## src/rtl/rv_pipe_pkg.sv

```systemverilog
// Shared encodings and widths for the RV64 pipeline stages.
// Holds ALUOp encodings, internal ALU control codes, funct codes and the ALU decoder.
package rv_pipe_pkg;

    localparam int unsigned XLEN = 64;
    localparam int unsigned REGW = 5;

    typedef enum logic [1:0] {
        ALUOP_ADD    = 2'b00,
        ALUOP_BRANCH = 2'b01,
        ALUOP_RTYPE  = 2'b10,
        ALUOP_ITYPE  = 2'b11
    } alu_op_e;

    typedef enum logic [3:0] {
        ALU_ADD = 4'd0,
        ALU_SUB = 4'd1,
        ALU_AND = 4'd2,
        ALU_OR  = 4'd3,
        ALU_XOR = 4'd4,
        ALU_SLL = 4'd5,
        ALU_SRL = 4'd6,
        ALU_SRA = 4'd7,
        ALU_SLT = 4'd8
    } alu_ctrl_e;

    // {instr[30], funct3}
    localparam logic [3:0] FUNCT_ADD = 4'b0000;
    localparam logic [3:0] FUNCT_SUB = 4'b1000;
    localparam logic [3:0] FUNCT_AND = 4'b0111;
    localparam logic [3:0] FUNCT_OR  = 4'b0110;
    localparam logic [3:0] FUNCT_XOR = 4'b0100;
    localparam logic [3:0] FUNCT_SLL = 4'b0001;
    localparam logic [3:0] FUNCT_SRL = 4'b0101;
    localparam logic [3:0] FUNCT_SRA = 4'b1101;
    localparam logic [3:0] FUNCT_SLT = 4'b0010;

    localparam logic [2:0] BR_EQ = 3'b000;
    localparam logic [2:0] BR_NE = 3'b001;
    localparam logic [2:0] BR_LT = 3'b100;
    localparam logic [2:0] BR_GE = 3'b101;

    // I-type reuses the R-type table with instr[30] ignored, except for srai.
    function automatic alu_ctrl_e alu_decode(input logic [1:0] alu_op, input logic [3:0] funct);
        logic [3:0] f;
        alu_ctrl_e  ctrl;
        f    = funct;
        ctrl = ALU_ADD;
        if (alu_op == ALUOP_ITYPE && funct != FUNCT_SRA) begin
            f = {1'b0, funct[2:0]};
        end
        case (alu_op)
            ALUOP_ADD:    ctrl = ALU_ADD;
            ALUOP_BRANCH: ctrl = ALU_SUB;
            default: begin
                case (f)
                    FUNCT_ADD: ctrl = ALU_ADD;
                    FUNCT_SUB: ctrl = ALU_SUB;
                    FUNCT_AND: ctrl = ALU_AND;
                    FUNCT_OR:  ctrl = ALU_OR;
                    FUNCT_XOR: ctrl = ALU_XOR;
                    FUNCT_SLL: ctrl = ALU_SLL;
                    FUNCT_SRL: ctrl = ALU_SRL;
                    FUNCT_SRA: ctrl = ALU_SRA;
                    FUNCT_SLT: ctrl = ALU_SLT;
                    default:   ctrl = ALU_ADD;
                endcase
            end
        endcase
        return ctrl;
    endfunction

endpackage

```

## src/rtl/ex_mem_stage_alu64.sv

```systemverilog
// Combinational 64-bit ALU for the execute stage.
// Shift amounts use the low log2(XLEN) bits of operand B.
module alu64 #(
    parameter int unsigned XLEN = rv_pipe_pkg::XLEN
) (
    input  logic [XLEN-1:0]         a,
    input  logic [XLEN-1:0]         b,
    input  rv_pipe_pkg::alu_ctrl_e  ctrl,
    output logic [XLEN-1:0]         result
);
    import rv_pipe_pkg::*;

    localparam int unsigned SHW = $clog2(XLEN);

    logic [SHW-1:0] shamt;
    logic           lt_signed;

    assign shamt     = b[SHW-1:0];
    assign lt_signed = $signed(a) < $signed(b);

    always_comb begin
        result = a + b;
        case (ctrl)
            ALU_ADD: result = a + b;
            ALU_SUB: result = a - b;
            ALU_AND: result = a & b;
            ALU_OR:  result = a | b;
            ALU_XOR: result = a ^ b;
            ALU_SLL: result = a << shamt;
            ALU_SRL: result = a >> shamt;
            ALU_SRA: result = $unsigned($signed(a) >>> shamt);
            ALU_SLT: result = {{(XLEN-1){1'b0}}, lt_signed};
            default: result = a + b;
        endcase
    end

endmodule

```

## src/rtl/ex_mem_stage.sv

```systemverilog
// Execute stage of the RV64 pipeline: operand forwarding, ALU, branch resolution,
// EX/MEM pipeline register, load-use stall and branch flush generation.
module ex_mem_stage #(
    parameter int unsigned XLEN = rv_pipe_pkg::XLEN,
    parameter int unsigned REGW = rv_pipe_pkg::REGW
) (
    input  logic            clk,
    input  logic            reset,
    input  logic            hold,
    input  logic            ID_EX_RegWrite,
    input  logic            ID_EX_MemRead,
    input  logic            ID_EX_MemToReg,
    input  logic            ID_EX_MemWrite,
    input  logic            ID_EX_Branch,
    input  logic            ID_EX_ALUSrc,
    input  logic [1:0]      ID_EX_ALUOp,
    input  logic [XLEN-1:0] ID_EX_PC_out,
    input  logic [XLEN-1:0] ID_EX_ReadData1,
    input  logic [XLEN-1:0] ID_EX_ReadData2,
    input  logic [XLEN-1:0] ID_EX_ImmData,
    input  logic [REGW-1:0] ID_EX_RS1,
    input  logic [REGW-1:0] ID_EX_RS2,
    input  logic [REGW-1:0] ID_EX_RD,
    input  logic [3:0]      ID_EX_Funct,
    input  logic [REGW-1:0] IF_ID_RS1,
    input  logic [REGW-1:0] IF_ID_RS2,
    input  logic            MEM_WB_RegWrite,
    input  logic [REGW-1:0] MEM_WB_RD,
    input  logic [XLEN-1:0] MEM_WB_WriteData,
    output logic            EX_MEM_RegWrite,
    output logic            EX_MEM_MemRead,
    output logic            EX_MEM_MemToReg,
    output logic            EX_MEM_MemWrite,
    output logic            EX_MEM_BranchTaken,
    output logic [XLEN-1:0] EX_MEM_BranchTarget,
    output logic [XLEN-1:0] EX_MEM_ALUResult,
    output logic [XLEN-1:0] EX_MEM_WriteData,
    output logic [REGW-1:0] EX_MEM_RD,
    output logic            stall,
    output logic            flush
);
    import rv_pipe_pkg::*;

    logic            ex_fwd_ok;
    logic            wb_fwd_ok;
    logic [XLEN-1:0] op_a;
    logic [XLEN-1:0] rs2_val;
    logic [XLEN-1:0] op_b;
    logic [XLEN-1:0] alu_result;
    logic [XLEN-1:0] branch_target;
    logic            branch_cond;
    logic            branch_taken;
    alu_ctrl_e       alu_ctrl;

    // A load in EX/MEM has no data yet, so it is never a forwarding source.
    assign ex_fwd_ok = EX_MEM_RegWrite && !EX_MEM_MemToReg && (EX_MEM_RD != '0);
    assign wb_fwd_ok = MEM_WB_RegWrite && (MEM_WB_RD != '0);

    assign op_a = (ex_fwd_ok && EX_MEM_RD == ID_EX_RS1) ? EX_MEM_ALUResult :
                  (wb_fwd_ok && MEM_WB_RD == ID_EX_RS1) ? MEM_WB_WriteData :
                                                          ID_EX_ReadData1;

    assign rs2_val = (ex_fwd_ok && EX_MEM_RD == ID_EX_RS2) ? EX_MEM_ALUResult :
                     (wb_fwd_ok && MEM_WB_RD == ID_EX_RS2) ? MEM_WB_WriteData :
                                                             ID_EX_ReadData2;

    assign op_b     = ID_EX_ALUSrc ? ID_EX_ImmData : rs2_val;
    assign alu_ctrl = alu_decode(ID_EX_ALUOp, ID_EX_Funct);

    alu64 #(.XLEN(XLEN)) u_alu (
        .a      (op_a),
        .b      (op_b),
        .ctrl   (alu_ctrl),
        .result (alu_result)
    );

    // Branch compare always uses the register operand, never the immediate.
    always_comb begin
        branch_cond = 1'b0;
        case (ID_EX_Funct[2:0])
            BR_EQ:   branch_cond = (op_a == rs2_val);
            BR_NE:   branch_cond = (op_a != rs2_val);
            BR_LT:   branch_cond = ($signed(op_a) <  $signed(rs2_val));
            BR_GE:   branch_cond = ($signed(op_a) >= $signed(rs2_val));
            default: branch_cond = 1'b0;
        endcase
    end

    assign branch_taken  = ID_EX_Branch && branch_cond;
    assign branch_target = ID_EX_PC_out + (ID_EX_ImmData << 1);

    // Controls of the wrong-path instruction behind a taken branch are squashed.
    always_ff @(posedge clk or posedge reset) begin
        if (reset) begin
            EX_MEM_RegWrite     <= 1'b0;
            EX_MEM_MemRead      <= 1'b0;
            EX_MEM_MemToReg     <= 1'b0;
            EX_MEM_MemWrite     <= 1'b0;
            EX_MEM_BranchTaken  <= 1'b0;
            EX_MEM_BranchTarget <= '0;
            EX_MEM_ALUResult    <= '0;
            EX_MEM_WriteData    <= '0;
            EX_MEM_RD           <= '0;
        end else if (!hold) begin
            EX_MEM_BranchTarget <= branch_target;
            EX_MEM_ALUResult    <= alu_result;
            EX_MEM_WriteData    <= rs2_val;
            EX_MEM_RD           <= ID_EX_RD;
            if (EX_MEM_BranchTaken) begin
                EX_MEM_RegWrite    <= 1'b0;
                EX_MEM_MemRead     <= 1'b0;
                EX_MEM_MemToReg    <= 1'b0;
                EX_MEM_MemWrite    <= 1'b0;
                EX_MEM_BranchTaken <= 1'b0;
            end else begin
                EX_MEM_RegWrite    <= ID_EX_RegWrite;
                EX_MEM_MemRead     <= ID_EX_MemRead;
                EX_MEM_MemToReg    <= ID_EX_MemToReg;
                EX_MEM_MemWrite    <= ID_EX_MemWrite;
                EX_MEM_BranchTaken <= branch_taken;
            end
        end
    end

    assign flush = EX_MEM_BranchTaken;
    assign stall = ID_EX_MemRead && (ID_EX_RD != '0) &&
                   ((ID_EX_RD == IF_ID_RS1) || (ID_EX_RD == IF_ID_RS2));

endmodule

```

## config.mk

```make
export PLATFORM = sky130hd
export DESIGN_NAME = ex_mem_stage
export DESIGN_NICKNAME = d
export VERILOG_FILES = /design/src/rtl/rv_pipe_pkg.sv /design/src/rtl/ex_mem_stage_alu64.sv /design/src/rtl/ex_mem_stage.sv
export SDC_FILE = /design/constraint.sdc
export NUM_CORES = 2
export LEC_CHECK = 0
export ABC_AREA = 1
export CELL_PAD_IN_SITES_DETAIL_PLACEMENT = 1
export CELL_PAD_IN_SITES_GLOBAL_PLACEMENT = 1
export CORE_MARGIN = 1
export CORE_UTILIZATION = 25
export DETAILED_ROUTE_END_ITERATION = 10
export DONT_BUFFER_PORTS = 1
export PLACE_DENSITY_LB_ADDON = 0.1
export SETUP_SLACK_MARGIN = 0.1
export SLEW_MARGIN = 20
export SYNTH_ARGS = -nofsm -noshare
export SYNTH_HDL_FRONTEND = slang
export SYNTH_SLANG_ARGS = --single-unit
```

## constraint.sdc

```tcl
create_clock -name clk -period 15.3 [get_ports clk]
set_input_delay 1.53 -clock clk [delete_from_list [all_inputs] [get_ports clk]]
set_output_delay 1.53 -clock clk [all_outputs]
set_load 0.005 [all_outputs]
```

# [Yosys cells after proc, flatten, opt, wreduce, memory -nomap -nowiden]
# Memory sizes are Yosys's and may differ from the RTL's.
# Cells that the tools add are included.
[word_totals] output_inout_bits=204 word_cells=76 n_memories=1 ff_bits=202 rom_bits=64
[mem_list] name="(name not given)" depth=16 width=4 read_ports=1 rd_clocked_by_memory_dff=0 wr=0 line="rv_pipe_pkg.sv:56" text="case (f)"
[op_classes] reduce_logical=18 n_addsub=3 eq_ne=22 n_mux=14 bitwise=3 magnitude_cmp=3 shifts=3
[op_table] cell="$pmux W64 S8" n=1
[op_table] cell="$mux W64" n=5
[op_table] cell="$add A64 B64 Y64" n=2
[op_table] cell="$lt A64 B64 Y1" n=2
[op_table] cell="$and A64 B64 Y64" n=1
[op_table] cell="$eq A64 B64 Y1" n=1
[op_table] cell="$ge A64 B64 Y1" n=1
[op_table] cell="$ne A64 B64 Y1" n=1
[op_table] cell="$or A64 B64 Y64" n=1
[op_table] cell="$shl A64 B6 Y64" n=1
[op_table] cell="$shr A64 B6 Y64" n=1
[op_table] cell="$sshr A64 B6 Y64" n=1
[op_table] cell="$sub A64 B64 Y64" n=1
[op_table] cell="$xor A64 B64 Y64" n=1
[op_table] cell="$eq A5 B5 Y1" n=6
[op_table] cell="$eq A4 B3 Y1 const B" n=4
[op_table] cell="$reduce_bool A5 Y1" n=3
[op_table] cell="$logic_and A1 B1 Y1" n=11
[op_table] cell="$eq A4 B2 Y1 const B" n=2
[op_table] cell="$pmux W4 S2" n=1
[op_table] cell="$eq A3 B3 Y1 const B" n=2
[op_table] cell="$mux W1" n=5
[op_table] cell="$eq A4 B1 Y1 const B" n=1
[op_table] cell="$eq A4 B4 Y1 const B" n=1
[op_table] cell="other kinds (10)" n=10

# [Depth between registers and ports, before layout]
[depth] ltp_word=9 mapped_depth=37 mapped_depth_nobuf=34

# [Hierarchy]
# Synthesis repeated with hierarchy kept, for this count alone.
[hier_totals] hier_cells=7509 area_unflattened_um2=40824.2
[modules_own_cells] mod="alu64" n_inst=1 cells_per_inst=4834 area_per_inst_um2=22999.6 seq_area_each_um2=0.0
[modules_own_cells] mod="ex_mem_stage" n_inst=1 cells_per_inst=2675 area_per_inst_um2=17824.6 seq_area_each_um2=5054.8

# [Worst setup path before layout]
# No wires, ideal clock.
[synth_path] kind="input -> register" from="input ID_EX_RS2[0]" to="register EX_MEM_ALUResult[48]" required_ns=15.181 n_path_buf=5 stages=27 path_slack_ns=9.871 arrival_ns=5.311 setup_time_ns=0.119 path_cell_list="xnor2_1 -> nand2_1 -> nor2_1 -> nand3_1 -> buf_4 -> buf_2 -> buf_1 -> clkbuf_1 -> nand3_1 -> o21ai_0 -> o21ai_0 -> ha_1 -> clkbuf_1 -> inv_1 -> a21oi_1 -> o21ai_0 -> a21boi_0 -> o21ai_0 -> a21oi_1 -> o21ai_1 -> nand3_1 -> o21ai_1 -> or2_2 -> nand3_1 -> nand2_1 -> nor3_2 -> nor2_1"
[synth_between] elab_chain_cells=7 word_cells_on_any_way=16 cone_classes="2 x add/sub; 2 x eq/ne; 3 x shift; 4 x mux; 3 x bitwise; 2 x reduce/logical"
[synth_rtl] item="start: declaration" line="ex_mem_stage.sv:22" text="input logic [REGW-1:0] ID_EX_RS2,"
[synth_rtl] item="$eq A5 B5 Y1" line="ex_mem_stage.sv:64" text="(wb_fwd_ok && MEM_WB_RD == ID_EX_RS2) ? MEM_WB_WriteData :"
[synth_rtl] item="$logic_and A1 B1 Y1" line="ex_mem_stage.sv:64"
[synth_rtl] item="$mux W64" line="ex_mem_stage.sv:64"
[synth_rtl] item="$mux W64 (*)" line="ex_mem_stage.sv:63" text="assign rs2_val = (ex_fwd_ok && EX_MEM_RD == ID_EX_RS2) ? EX_MEM_ALUResult :"
[synth_rtl] item="$mux W64 (*)" line="ex_mem_stage.sv:67" text="assign op_b = ID_EX_ALUSrc ? ID_EX_ImmData : rs2_val;"
[synth_rtl] item="$add A64 B64 Y64, or another cell as far along"
[synth_rtl] item="$pmux W64 S8 (*)" line="ex_mem_stage_alu64.sv:23" text="case (ctrl)"
[synth_rtl] item="end signal: assignment" line="ex_mem_stage.sv:106" text="EX_MEM_ALUResult <= alu_result;"
[synth_rtl] item="end: declaration" line="ex_mem_stage.sv:36" text="output logic [XLEN-1:0] EX_MEM_ALUResult,"
# Mark *: on every way between the ends. The rest lies on a longest branch, timed or not.
# A chain may end at the register's enable or synchronous reset.

# [Final worst setup path]
[layout_path] from="input ID_EX_RS2[3]" to="register EX_MEM_ALUResult[39]"
# Same word-level chain as after synthesis.

==> impl_metrics.ini <==
[status]
outcome = complete, no violations

[placed_design]
io_buffers = 0
gp_congestion = 1.03
hpwl_um = 249000
placed_area_mm2 = 0.0395

[drt]
antenna_left = 0
drc = 0
drtIter0Drc = 5932
viasPerCell = 5.76
dr_total_vias = 49600
first_pass_iters = 6
wl_um = 303000
wl_per_cell_um = 35.2

[grt]
grt_busiest_layer = met2
use_met2_pct = 57.2
antenna_found_initial = 42
overflow = 0
gr-usage-all-layers_pct = 38.4
grt_pass1_vias = 47700
grt_max_degree = 312
grtUsageMet1_pct = 52.3
gr-usage-met3_pct = 7.68
grt_pass1_wl_um = 409000

[cells_and_area]
final_cell_mix = nand2_1 (1931), nand3_1 (1121), inv_1 (746)
design_area_mm2 = 0.0407
layout-drive-gt1-share_pct = 4.22
final_common_cell = nand2_1
num-nets-final = 7244
area_delta_synth_final_pct = 8.20
fill_cells = 19800

[timing]
grt_setup_unrepaired = no
min_period_ns = 8.86
slew_headroom_pct = 14.6
tns_ns = 0
fin_worst_skew_ns = 0.0531
fmax_ghz = 0.113
slew_violations = 0
hold_viol_final = 0
setup_violations = 0
worst_pin_slew_ns = 1.28
finalCritPeriodShare_pct = 57.9

[clock_network]
cts.sinks = 202
clock_path_buffers = 3
cts_setup_buffers = 0
clk_pin_slew_ns = 0.06
cts_buffers = 36
insertion_delay_ns = 0.65
cts_resized = 0
cts_root_buf = clkbuf_16
h-tree-depth = 2
cts_tree = built
cts_hold_buffers = 0

[job]
drv_cap = 0

[pwr]
p_int_uw = 1660
p_comb_share_pct = 55.2
vdd_drop_max_mv = 0.0743
p_sw_share_pct = 56.3
p_seq_share_pct = 21.2
p_leak_uw = 0.0202
p_switching_uw = 2150
power_density_mw_per_mm2 = 93.5
p_clk_share_pct = 23.6

[die]
die_w_um = 390
die_h_um = 390
core_mm2 = 0.150
num_rows = 142
dieArea_mm2 = 0.152
initial_core_util_pct = 25.2
io_pins = 570

[critical_path]
critPathLaunchType = input pin
path_max_fanout = 133
end_kind = flop
arrival_ns = 9.38
crit_type = in2reg
cp.required_ns = 15.82

[worst_hold_path]
hp-class = reg2reg

[yosys]
synth_flop_cell = dfrtp_1
synth_top_cell_area_share_pct = 19.3
yosysTopAreaCell = nand2_1
synthArstFlopShare_pct = 100
synth_nets = 7451
synth_edf_count = 0
synth_area_leaders = nand2_1 (19%), nand3_1 (15%), dfrtp_1 (13%)
ys_ff_latch = 202
synth_cells = 6763
ys_seq_area_share_pct = 13.4
syn_area_mm2 = 0.0377
syn_area_per_cell_um2 = 5.57
yosysUniqueCellTypes = 61
yosys_warnings = 0
[through the flow]
stage / hold slack (ns) / utilization, % / total power (uW) / setup WS [ns] / instances
after floorplan: 0.472 / - / 1920 / 8.26 / 6763
after global placement: 0.492 / 26.4 / 2840 / 6.13 / 8534
after detailed placement: 0.492 / 26.4 / 2840 / 6.17 / 8534
after CTS: 0.512 / 27.2 / 3750 / 6.81 / 8596
after global routing: 0.522 / 27.2 / 3960 / 6.38 / 8607
final: 0.509 / 27.2 / 3810 / 6.44 / 8617
[synth_stat cells, drive strengths merged (11+ instances only)]
library cell,instances
nand4,62
o2111ai,12
buf,162
or2,54
ha,319
a221oi,13
o31ai,11
nor4,19
clkbuf,181
inv,771
o221ai,15
dfrtp,202
a21o,19
a31oi,89
o21bai,14
o22ai,43
o21a,17
a2111oi,12
o211ai,45
a21oi,447
nor3,48
a21boi,15
nand2,1945
a211oi,21
xnor2,19
o21ai,475
nor2,490
xor2,76
nand3,1129
[layer usage]
metal	share of wire (%)	routed length [um]
met1	44	134000
met2	42	127000
met3	8.3	25100
met4	5.6	16900
met5	0.046	139
[worst max-delay path, stage by stage]
cell	delay, ns
xor2_1	0.26
nor2_2	0.12
nand3_4	0.48
clkinv_2	0.85
nand2_1	0.23
nand2_1	0.09
nand2_1	0.07
nand3_1	0.14
o21ai_4	0.10
buf_12	0.48
clkinv_2	0.17
buf_12	0.28
ha_1	0.48
a21oi_1	0.25
nand2_1	0.14
nand2_1	0.10
nand2_1	0.11
a21oi_1	0.90
o21ai_1	0.32
a21oi_1	0.45
inv_1	0.28
a21oi_1	0.36
o21ai_0	0.26
xor2_1	0.25
a21oi_1	0.22
nand3_1	0.12
nand2_1	0.07
inv_1	0.04
[sequential cells by signal (all words and copies together), names as in the netlist]
| register | cells |
|---|---|
| EX_MEM_MemToReg | 1 |
| EX_MEM_MemRead | 1 |
| EX_MEM_ALUResult | 64 |
| EX_MEM_RegWrite | 1 |
| EX_MEM_BranchTarget | 64 |
| EX_MEM_RD | 5 |
| EX_MEM_MemWrite | 1 |
| EX_MEM_WriteData | 64 |
| EX_MEM_BranchTaken | 1 |
[power groups by stage]
stage	logic (uW)	clock network, uW	registers [uW]
6_report	2100	900	809
3_5_place_dp	2020	0	816
2_1_floorplan	1220	0	700
3_3_place_gp	2020	0	816
5_1_grt	2220	928	813
4_1_cts	2030	916	808
[layout make-up]
cell class                 count  area, um2  share of cell area (%)
multi-input combinational   5445      28300                    69.3
sequential                   202       5050                    12.4
inverter                     773       2920                    7.16
tap                         2016       2520                    6.19
clock buffer                  47        972                    2.39
timing repair buffer          98        773                    1.90
clock inverter                15        203                   0.497
antenna                       21       52.6                   0.129
[cell families (layout without fill, tap and decap cells)]
family,Yosys count,after routing,share of synthesized area (%)
AO/OA/AOI/OAI,1258,1258,18.8
XOR/XNOR,95,95,2.21
adder cells (fa/ha/maj),322,322,10.8
buffers and inverters,1116,933,11.8
flip-flops,202,202,13.4
other,0,21,0
AND/OR/NAND/NOR,3770,3770,43.0
[worst paths after layout]
check / start / to / slack (ns) / cells past startpoint
min in group asynchronous: reset / EX_MEM_BranchTarget[6]$_DFFE_PP0N_ / 0.79 / 1
setup / recovery: ID_EX_RS2[3] / EX_MEM_ALUResult[39]$_DFFE_PP0N_ / 6.44 / 28
hold / removal: EX_MEM_BranchTarget[49]$_DFFE_PP0N_ / EX_MEM_BranchTarget[49]$_DFFE_PP0N_ / 0.51 / 2
max in group asynchronous: reset / EX_MEM_ALUResult[57]$_DFFE_PP0N_ / 13.07 / 2
setup reg to reg: EX_MEM_RD[4]$_DFFE_PP0N_ / EX_MEM_ALUResult[39]$_DFFE_PP0N_ / 7.39 / 22
hold reg to reg: EX_MEM_BranchTarget[49]$_DFFE_PP0N_ / EX_MEM_BranchTarget[49]$_DFFE_PP0N_ / 0.51 / 2
Power figures use the tool's default switching activity.
